==> src/rtl/mult_tree_arbiter.sv <==
// Round-robin front end that shares one pipelined product tree among REQ requesters.
// Each issued requester id is queued in an in-order tag FIFO so tree results route back to their owner.
module mult_tree_arbiter #(
    parameter  int NUM          = 8,
    parameter  int DATA_WIDTH   = 8,
    parameter  int REQ          = 4,
    parameter  int MAX_INFLIGHT = 8,
    localparam int ID_W         = $clog2(REQ),
    localparam int CNT_W        = $clog2(MAX_INFLIGHT) + 1
) (
    input  logic                           clk,
    input  logic                           rst,
    input  logic [REQ-1:0]                 req_valid,
    input  logic [REQ*NUM*DATA_WIDTH-1:0]  req_data,
    output logic [REQ-1:0]                 req_ready,
    output logic [NUM*DATA_WIDTH-1:0]      tree_din,
    output logic [NUM-1:0]                 tree_din_tvalid,
    input  logic [31:0]                    tree_dout,
    input  logic                           tree_dout_tvalid,
    output logic [REQ-1:0]                 res_valid,
    output logic [31:0]                    res_data,
    output logic [ID_W-1:0]                res_id,
    output logic [CNT_W-1:0]               inflight,
    output logic                           busy,
    output logic                           err_orphan
);

    localparam int OP_W  = NUM * DATA_WIDTH;
    localparam int PTR_W = (MAX_INFLIGHT > 1) ? $clog2(MAX_INFLIGHT) : 1;

    logic [OP_W-1:0]  tree_din_q, tree_din_d;
    logic             din_valid_q, din_valid_d;
    logic [REQ-1:0]   res_valid_q, res_valid_d;
    logic [31:0]      res_data_q, res_data_d;
    logic [ID_W-1:0]  res_id_q, res_id_d;
    logic [CNT_W-1:0] inflight_q, inflight_d;
    logic             err_orphan_q, err_orphan_d;
    logic [ID_W-1:0]  last_grant_q, last_grant_d;
    logic [PTR_W-1:0] wr_ptr_q, wr_ptr_d;
    logic [PTR_W-1:0] rd_ptr_q, rd_ptr_d;
    logic [ID_W-1:0]  tag_mem_q [MAX_INFLIGHT];

    logic            issue_ok;
    logic            push;
    logic            pop;
    logic [ID_W-1:0] grant_id;
    logic [ID_W-1:0] cand;
    logic [ID_W-1:0] head_id;

    // A result leaving the tree frees its slot in the same cycle, so a full pipe can still issue.
    assign issue_ok = (inflight_q < CNT_W'(MAX_INFLIGHT)) || tree_dout_tvalid;

    always_comb begin
        // NOTE: every combinational output gets a default before any branch, so no latch is inferred.
        req_ready = '0;
        grant_id  = '0;
        cand      = '0;
        if (issue_ok) begin
            // Scan from lowest to highest priority; the last hit wins, i.e. the one nearest last_grant+1.
            for (int i = REQ; i >= 1; i--) begin
                cand = ID_W'((int'(last_grant_q) + i) % REQ);
                if (req_valid[cand]) begin
                    req_ready       = '0;
                    req_ready[cand] = 1'b1;
                    grant_id        = cand;
                end
            end
        end
    end

    assign push    = |(req_valid & req_ready);
    assign head_id = tag_mem_q[rd_ptr_q];
    assign pop     = tree_dout_tvalid && (inflight_q != '0);

    always_comb begin
        tree_din_d   = tree_din_q;
        din_valid_d  = push;
        res_valid_d  = '0;
        res_data_d   = res_data_q;
        res_id_d     = res_id_q;
        err_orphan_d = err_orphan_q | (tree_dout_tvalid & ~pop);
        last_grant_d = last_grant_q;
        wr_ptr_d     = wr_ptr_q;
        rd_ptr_d     = rd_ptr_q;
        inflight_d   = inflight_q;
        if (push) begin
            tree_din_d   = req_data[grant_id*OP_W +: OP_W];
            last_grant_d = grant_id;
            wr_ptr_d     = wr_ptr_q + 1'b1;
        end
        if (pop) begin
            res_valid_d[head_id] = 1'b1;
            res_data_d           = tree_dout;
            res_id_d             = head_id;
            rd_ptr_d             = rd_ptr_q + 1'b1;
        end
        case ({push, pop})
            2'b10:   inflight_d = inflight_q + 1'b1;
            2'b01:   inflight_d = inflight_q - 1'b1;
            default: inflight_d = inflight_q;
        endcase
    end

    // NOTE: state registers use non-blocking assignments so every flop samples pre-edge values.
    always_ff @(posedge clk or posedge rst) begin
        if (rst) begin
            tree_din_q   <= '0;
            din_valid_q  <= 1'b0;
            res_valid_q  <= '0;
            res_data_q   <= '0;
            res_id_q     <= '0;
            inflight_q   <= '0;
            err_orphan_q <= 1'b0;
            last_grant_q <= ID_W'(REQ - 1);
            wr_ptr_q     <= '0;
            rd_ptr_q     <= '0;
        end else begin
            tree_din_q   <= tree_din_d;
            din_valid_q  <= din_valid_d;
            res_valid_q  <= res_valid_d;
            res_data_q   <= res_data_d;
            res_id_q     <= res_id_d;
            inflight_q   <= inflight_d;
            err_orphan_q <= err_orphan_d;
            last_grant_q <= last_grant_d;
            wr_ptr_q     <= wr_ptr_d;
            rd_ptr_q     <= rd_ptr_d;
        end
    end

    // NOTE: tag storage has no reset; an entry is only read after the counter marks it valid.
    always_ff @(posedge clk) begin
        if (push) begin
            tag_mem_q[wr_ptr_q] <= grant_id;
        end
    end

    assign tree_din        = tree_din_q;
    assign tree_din_tvalid = {NUM{din_valid_q}};
    assign res_valid       = res_valid_q;
    assign res_data        = res_data_q;
    assign res_id          = res_id_q;
    assign inflight        = inflight_q;
    assign busy            = (inflight_q != '0);
    assign err_orphan      = err_orphan_q;

endmodule
==> config.mk <==
export PLATFORM = sky130hd
export DESIGN_NAME = mult_tree_arbiter
export DESIGN_NICKNAME = d
export VERILOG_FILES = /design/src/rtl/mult_tree_arbiter.sv
export SDC_FILE = /design/constraint.sdc
export NUM_CORES = 1
export LEC_CHECK = 0
export CORE_MARGIN = 5
export CORE_UTILIZATION = 32
export CTS_CLUSTER_SIZE = 20
export DETAILED_ROUTE_END_ITERATION = 10
export PLACE_DENSITY = 0.69
export SLEW_MARGIN = 20
export SYNTH_ARGS = -nofsm -noshare
export SYNTH_HDL_FRONTEND = slang
export SYNTH_SLANG_ARGS = --single-unit
export TNS_END_PERCENT = 5
==> constraint.sdc <==
create_clock -name clk -period 6.9 [get_ports clk]
set_clock_uncertainty 0.2 [all_clocks]
set_input_delay 0.69 -clock clk [delete_from_list [all_inputs] [get_ports clk]]
set_output_delay 0.69 -clock clk [all_outputs]
set_load 0.01 [all_outputs]
Yosys cells after proc, flatten, opt, wreduce, memory -nomap -nowiden:

Memory sizes are Yosys's and may differ from the RTL's.
Index checks and enable logic that the tools add are counted.

* logic and storage cells: 79
* output and inout bits: 120
* RAM bits: 16
* register bits after elaboration: 116
* memories: 1

Memory list
* tag_mem_q: words 8, bits a word 2, rd ports 1, clocked after memory_dff 0, wr ports 1, line 41 `logic [ID_W-1:0] tag_mem_q [MAX_INFLIGHT];`

* eq/ne operators: 2
* reduce and logical (&&, ||, !) cells: 10
* magnitude comparators: 11
* add/sub/neg operators: 8
* mux-type cells: 32
* bitwise logic cells: 4
* shift-type cells: 1

Operator list (number)
* variable part select 256 x 9 -> 64 bit: 1
* 2-to-1 mux 4 bit: 6
* < comparator 2 x 3 -> 1 bit, second input constant: 5
* 2-to-1 mux 1 bit: 11
* demux 1 bit (select 2 bit): 5
* greater-or-equal comparator 2 x 1 -> 1 bit, second input constant: 5
* 2-to-1 mux 2 bit: 5
* binary-select mux 1 bit (select 2 bit): 4
* one-hot mux 4 bit (2 select lines): 1
* adder 3 x 1 -> 3 bit, second input constant: 2
* logical AND 1 bit: 6
* adder 2 x 1 -> 2 bit, second input constant: 2
* adder 2 bit, second input constant: 2
* adder 4 x 1 -> 4 bit, second input constant: 1
* bitwise AND 4 bit: 1
* < comparator 4 bit, second input constant: 1
* nonzero test 4 bit: 1
* OR reduction 4 bit: 1
* subtractor 4 x 1 -> 4 bit, second input constant: 1
* equality test 2 x 1 -> 1 bit, second input constant: 1
* equality test 2 bit, second input constant: 1
* nonzero test 2 bit: 1
* bitwise AND 1 bit: 1
* logical OR 1 bit: 1
* other kinds (2): 2

Longest topological paths before layout:

Gate-level depths: netlist of run 1.

* word-level depth: 14
* depth in mapped cells: 20
* mapped depth without buffers: 15

Worst setup path before layout of run 1:

OpenSTA, ideal clock, no wires.

* path kind: reg-to-reg
* start point: register last_grant_q[1]
* end point: register inflight_q[3], in the netlist inflight[3]
* library setup time: 0.128 ns
* buffers on the path: 4
* path slack: 2.081 ns
* arrival: 4.491 ns
* required time: 6.572 ns
* cell stages (with the launch flop): 20
* clock period less this slack: 4.819 ns
* cells stage by stage: dfstp_2 clkbuf_1 inv_1 ha_1 mux4_2 nor2b_1 a221oi_1 a211oi_1 or4_1 buf_2 buf_6 buf_2 inv_1 ha_1 ha_1 a21o_1 a21oi_1 xnor2_1 nor2_1 xor2_1

* word-level cells in the longest chain between the ends: 14

RTL lines
* start, declared: line 38 `logic [ID_W-1:0] last_grant_q, last_grant_d;`
* start signal, assigned: line 114 `last_grant_q <= ID_W'(REQ - 1);`
* start signal, assigned: line 125 `last_grant_q <= last_grant_d;`
* adder 2 x 1 -> 2 bit: line 61 `cand = ID_W'((int'(last_grant_q) + i) % REQ);`
* < comparator 2 x 3 -> 1 bit (implied by the code) or greater-or-equal comparator 2 x 1 -> 1 bit (tied branches): line 64 `req_ready[cand] = 1'b1;`
* logical AND 1 bit (implied by the code): line 64
* 2-to-1 mux 1 bit (implied by the code): line 64
* demux 1 bit (select 2 bit): line 64
* 2-to-1 mux 4 bit (3 in series): line 62 `if (req_valid[cand]) begin`
* 2-to-1 mux 4 bit *: line 62
* 2-to-1 mux 4 bit *: line 58 `if (issue_ok) begin`
* bitwise AND 4 bit *: line 71 `assign push = |(req_valid & req_ready);`
* OR reduction 4 bit *: line 71
* net din_valid_d: line 32 `logic din_valid_q, din_valid_d;`
* equality test 2 x 1 -> 1 bit or equality test 2 bit (tied branches): line 97 `case ({push, pop})`
* one-hot mux 4 bit (2 select lines) or nonzero test 2 bit (tied branches)
* end signal, assigned: line 123 `inflight_q <= inflight_d;`
* end, declared: line 36 `logic [CNT_W-1:0] inflight_q, inflight_d;`

The timed path passes the listed nets; every way through them passes the cells marked *. The select of a mux whose other input is x is not followed.
A chain may end at the register's enable or synchronous reset.

Worst setup path after layout of run 1:

* start point: register last_grant_q[0]
* end point: register inflight_q[3], in the netlist inflight[3]

* word-level cells in the longest chain between the ends: 14

RTL lines (line)
* adder 2 x 1 -> 2 bit: 61
* < comparator 2 x 3 -> 1 bit (implied by the code) or greater-or-equal comparator 2 x 1 -> 1 bit (tied branches): 64
* logical AND 1 bit (implied by the code): 64
* 2-to-1 mux 1 bit (implied by the code): 64
* demux 1 bit (select 2 bit): 64
* 2-to-1 mux 4 bit (3 in series): 62
* 2-to-1 mux 4 bit *: 62
* 2-to-1 mux 4 bit *: 58
* bitwise AND 4 bit *: 71
* OR reduction 4 bit *: 71
* equality test 2 x 1 -> 1 bit or equality test 2 bit (tied branches): 97
* one-hot mux 4 bit (2 select lines) or nonzero test 2 bit (tied branches)

Every way passes the cells marked *; elsewhere a longest branch is shown, timed or not. The select of a mux whose other input is x is not followed.

==> results.cfg, run 1 <==
[synth]
synth_flop_cell = dfrtp_1
synth.distinct_cells = 49
synth-seq-cells = 132
netlist_instances = 550
syn-num-nets = 857
async_reset_ff_share_pct = 87.9
syn-mean-instance-area_um2 = 13.4
ys_seq_area_share_pct = 46.1
syn_area_um2 = 7350
ys_warn_count = 0
synth_edf_count = 16

[sta]
relSlewSlack_pct = 42.8
fin_crit_ns = 5.23
setup_tns_ns = 0
slew_viol_final = 0
period_share_pct = 75.8
timing.hold.ws_ns = 0.272
hold_viol_final = 0
setup_viol = 0
tightest_slew_ns = 0.858
rsz0062_at_grt = false
worst_slack_ns = 1.67
clock.fmax_ghz = 0.191

[drt]
dr.pass1.iters = 4
drc = 0
ant_nets = 0
vias = 6117
drtIter0Drc = 265
wirelength_um = 27000
via_per_inst = 4.93
routedWlPerCell_um = 21.7

[setup_path]
regToRegSetupSlack_ns = 1.67
arrival_ns = 5.33
path_cells = inv_1 -> ha_1 -> mux2_2 -> a211oi_1 -> o21ai_0 -> a2111oi_0 -> or4_4 -> inv_1 -> ha_1 -> ha_1 -> a21o_1 -> a21oi_1 -> xnor2_1 -> nor2_1 -> xor2_1
crit_top_cell = ha_1
worst-path-buf-inv = 2
worstSetupEndpoint = inflight[3]
slowest_delay_ns = 0.75
rr_worst_depth = 15
path_class = reg2reg
cp.required_ns = 7.00
critPathTopFamily = compound AO/OA/AOI/OAI gates
cp_max_fo = 32
path_depth = 15
cp-end-kind = register
cp-start-kind = register
reg2reg_to = inflight[3]
r2r_start = last_grant_q[0]
crit_slowest_cell = dfstp_2
cp-startpoint = last_grant_q[0]

[status]
outcome = finished clean

[cts]
clock_latency_ns = 0.42
cts_tree = yes
cts_root_buf = clkbuf_16
path_clk_slew_ns = 0.07
cts_made_buffers = 17
clk_path_buf_depth = 2
htreeDepth = 4
cts.sinks = 132
cts_resized = 0
cts-hold-fix-buffers = 0
cts_setup_buffers = 0

[floorplan]
die-area_um2 = 26100
io_pins = 415
start_util_pct = 32.4
std_cell_rows = 55
die_width_um = 162
core_um2 = 22600
die_h_um = 162

[power_and_ir_drop]
powerDensity_nw_per_um2 = 496
vdd_ir_drop_max_v = 0.000241
leakage_nw = 4.89

[finish]
fin_nets = 1250
fillers = 1943
final_core_util_pct = 54.2
area_growth_pct = 67.1
drive_above_1_share_pct = 19.8

[global_route]
grt_start_max_net_pins = 63
grt_pass1_vias = 6453
track_usage_pct = 20.2
antenna_found_initial = 1
gr-total-overflow = 0
grt_pass1_wl_um = 39700

[min_path]
hold_class = reg2reg

[job]
maxCapViolations = 0

[placement]
dp_slack_ns = 1.65
gp_congestion = 0.852
hpwl_um = 21400
port_buffers = 414
per-stage QoR:
step / total power [mW] / cell area (um2) / cells
floorplan: 3.89 / 7350 / 550
global route: 6.48 / 12300 / 1241
global placement: 5.19 / 11700 / 1209
CTS: 6.19 / 12300 / 1241
finish: 6.09 / 12300 / 1242
detailed placement: 5.23 / 11700 / 1209
cells in the mapped netlist (2+ instances only):
cell / number / area [um2]
mux2i_1: 3 / 30.0
or3b_2: 2 / 17.5
mux4_2: 72 / 1620
nor2_1: 8 / 30.0
a31oi_1: 3 / 18.8
mux2_2: 61 / 687
xor2_1: 3 / 26.3
o2111ai_1: 2 / 17.5
nand3_1: 2 / 10.0
nor2b_1: 2 / 12.5
ha_1: 11 / 138
and4b_1: 3 / 30.0
a21o_1: 2 / 15.0
a21oi_1: 6 / 30.0
and3_1: 3 / 18.8
nand2b_1: 4 / 25.0
o32ai_1: 2 / 17.5
dfstp_2: 2 / 52.6
nand2_1: 112 / 420
nand3b_1: 2 / 15.0
o21ai_0: 11 / 55.1
xnor2_1: 5 / 43.8
dfrtp_1: 114 / 2850
buf_4: 10 / 75.1
a221oi_1: 3 / 26.3
buf_2: 11 / 55.1
inv_1: 15 / 56.3
o22ai_1: 2 / 12.5
clkbuf_1: 17 / 63.8
mux2_4: 9 / 135
buf_6: 3 / 33.8
edfxtp_1: 16 / 480
a211oi_1: 7 / 52.6
buf_1: 6 / 22.5
or4_1: 2 / 15.0
report_power, final:
part           internal [mW]  switching, mW
logic                   2.13           1.59
clock network          0.545          0.380
registers               1.20          0.242
total                   3.88           2.21
cells by family (layout without fill, tap and decap cells):
kind of cell | count (synthesis) | in the layout | share of synthesized area [%]
flops | 132 | 132 | 46.1
buf+inv | 62 | 468 | 4.17
other cells | 0 | 1 | 0
compound gates | 46 | 46 | 4.24
mux | 145 | 145 | 33.7
simple gates | 145 | 145 | 8.72
xor+xnor | 8 | 8 | 0.954
fa+ha+maj | 12 | 12 | 2.15
layer usage:
| layer | wire length, um | share of wire, % | track usage [%] |
|---|---|---|---|
| met1 | 10500 | 39 | 24.7 |
| met2 | 13900 | 51 | 34.6 |
| met3 | 2180 | 8.1 | 6.61 |
| met4 | 383 | 1.4 | 5.04 |
| met5 | 10 | 0.037 | 0 |
state kept, by name (all words and copies together) (netlist names):
register      flops
res_data         32
wr_ptr_q          3
rd_ptr_q          3
res_id            2
inflight          4
tag_mem_q        16
din_valid_q       1
last_grant_q      2
err_orphan        1
res_valid         4
tree_din         64
how the worst min path moves through the flow:
stage               slack (ns)    startpoint  depth (start not counted)      endpoint
global route              0.30   res_data[0]                          2   res_data[0]
CTS                       0.28  res_data[18]                          2  res_data[18]
finish                    0.27   res_data[0]                          2   res_data[0]
detailed placement        0.26   res_data[5]                          2   res_data[5]
floorplan                 0.30   rd_ptr_q[2]                          1   rd_ptr_q[2]
global placement          0.26  res_data[22]                          2  res_data[22]
tightest hold or removal path, cell delays in order, from the launching register on:
cell and delay [ns]:
dfrtp_1 0.34, nand2_1 0.05, nand2_1 0.06
layout make-up:
type | count | area [um2] | share of cell area, %
diodes | 1 | 2.50 | 0.0204
flip-flops and latches | 132 | 3390 | 27.6
repair buffers | 421 | 4200 | 34.2
clock buffers | 18 | 429 | 3.50
clock inverters | 14 | 166 | 1.36
inverters | 15 | 58.8 | 0.479
multi-input cells | 356 | 3680 | 30.0
well taps | 285 | 357 | 2.90
placed cells by master, fill, tap and decap left out, types with 3 or more instances in the layout:
cell             Yosys  final
and4b_1              3      3
xor2_1               3      3
a221oi_1             3      3
clkdlybuf4s50_1      0    414
inv_1               15     14
mux4_2              72     72
clkbuf_16            0     17
inv_8                0      3
o21ai_0             11     11
ha_1                11     11
nor2_1               8      8
dfrtp_1            114    114
nand2b_1             4      4
and3_1               3      3
xnor2_1              5      5
edfxtp_1            16     16
buf_4               10      7
mux2_4               9      9
clkinvlp_4           0      3
a21oi_1              6      6
a211oi_1             7      7
mux2i_1              3      3
nand2_1            112    111
inv_6                0      5
mux2_2              61     61
(Power assumes the default switching activity.)
==> run 2: changes to the inputs <==
clock period = 5.1 ns   (was 6.9 ns; I/O delays follow)
==> run 2 against run 1 <==
  * Sequential power is 35% higher
  * Die area is the same
  * Non-clock buffer count rose by 2
  * Sequential cell count stayed put
  * Final area rose by 0.84%
  * Core utilization increased by 0.45 points
  * First-iteration DRC count increased by 23%
  * Largest cell class unchanged
  * Combinational power increased by 36%
==> results.cfg, run 2 (synthesis results as in run 1) <==
[power_and_ir_drop]
fin_total_pwr_mw = 8.37
powerDensity_nw_per_um2 = 676
vdd_ir_drop_max_v = 0.000460
leakage_nw = 4.94

[floorplan]
die_width_um = 162
die-area_um2 = 26100
die_h_um = 162
std_cell_rows = 55
io_pins = 415
start_util_pct = 32.4
core_um2 = 22600

[cts]
cts_setup_buffers = 0
htreeDepth = 4
cts_root_buf = clkbuf_16
cts_made_buffers = 17
cts_resized = 0
clk_path_buf_depth = 2
clock_latency_ns = 0.41
cts.sinks = 132
cts-hold-fix-buffers = 0
cts_tree = yes
path_clk_slew_ns = 0.06

[setup_path]
crit_slowest_cell = dfstp_2
path_class = reg2reg
cp-end-kind = register
slowest_delay_ns = 0.74
regToRegSetupSlack_ns = 0.37
cp.required_ns = 5.19
crit_top_cell = ha_1
reg2reg_to = inflight[3]
r2r_start = last_grant_q[0]
arrival_ns = 4.82
path_cells = inv_1 -> ha_1 -> mux2_2 -> a211oi_1 -> o21ai_0 -> a2111oi_0 -> or4_4 -> inv_1 -> ha_1 -> ha_1 -> a21o_1 -> a21oi_1 -> xnor2_1 -> nor2_1 -> xor2_1
cp-start-kind = register
rr_worst_depth = 15
cp_max_fo = 19

[finish]
layout_common_cells = clkdlybuf4s50_1, dfrtp_1, nand2_1, mux4_2, mux2_2
fin_nets = 1252
final_core_util_pct = 54.7
fin_cells = 1246
area_growth_pct = 68.5
largest_register_ffs = 64
layout_commonest_cell = clkdlybuf4s50_1
drive_above_1_share_pct = 19.7
design_area_um2 = 12400

[sta]
fin_crit_ns = 4.73
clock.fmax_ghz = 0.211
worst_slack_ns = 0.369
timing.hold.ws_ns = 0.269
setup_viol = 0
setup_tns_ns = 0
slew_viol_final = 0
hold_viol_final = 0
relSlewSlack_pct = 45.2
rsz0062_at_grt = false
period_share_pct = 92.8
tightest_slew_ns = 0.821

[min_path]
hold_depth = 2
hold_class = reg2reg
holdPathEnd = res_data[23]
hold_path.startpoint = res_data[23]

[global_route]
grt_pass1_vias = 6589
track_usage_pct = 20.0
antenna_found_initial = 6
gr-total-overflow = 0
grt_pass1_wl_um = 39600
grt_start_max_net_pins = 78

[status]
outcome = finished clean

[drt]
ant_nets = 0
drtIter0Drc = 327
routedWlPerCell_um = 21.5
drc = 0
vias = 6205
via_per_inst = 4.98
dr.pass1.iters = 4
wirelength_um = 26800

[placement]
placed_cells = 1211
gp_congestion = 0.911
port_buffers = 414
dp_slack_ns = 0.396
place_area_um2 = 11700
hpwl_um = 21300

[job]
maxCapViolations = 0
-- run 2: metal layers --
layer,GRT usage [%],wire length (um),vias up
li1,-,-,2839
met1,24.1,10300,3018
met5,0,39,-
met4,6.63,603,6
met3,6.40,2170,50
met2,34.2,13700,292
-- run 2: worst max-delay path by stage --
stage | from | endpoint
after floorplan | last_grant_q[1] | inflight[3]
after global placement | last_grant_q[0] | inflight[3]
after detailed placement | last_grant_q[0] | inflight[3]
after CTS | last_grant_q[0] | inflight[3]
after global routing | last_grant_q[0] | inflight[3]
final | last_grant_q[0] | inflight[3]
-- run 2: area by class of cell --
type / instances / area [um2]
clock inverter: 9 / 164
clock buffer: 23 / 489
antenna: 3 / 7.51
sequential: 132 / 3390
multi-input combinational: 356 / 3680
tap: 285 / 357
inverter: 15 / 58.8
timing repair buffer: 423 / 4240
fill: 1920 / 10300
-- run 2: critical path: cells and delay by family, from the launching register on --
kind / cells / cell delay (ns)
AOI/OAI and AO/OA: 5 / 1.46
DFF: 1 / 0.74
buffers and inverters: 2 / 0.27
muxes: 1 / 0.38
adders and majority gates: 3 / 0.94
and+or+nand+nor: 2 / 0.33
xor gates and xnor gates: 2 / 0.28
-- run 2: report_power, final --
| group | leakage, nW | internal, mW | switching, mW | total [mW] |
|---|---|---|---|---|
| Clock | 0.318 | 0.881 | 0.466 | 1.35 |
| Combinational | 3.10 | 2.93 | 2.15 | 5.07 |
| Sequential | 1.52 | 1.63 | 0.325 | 1.95 |
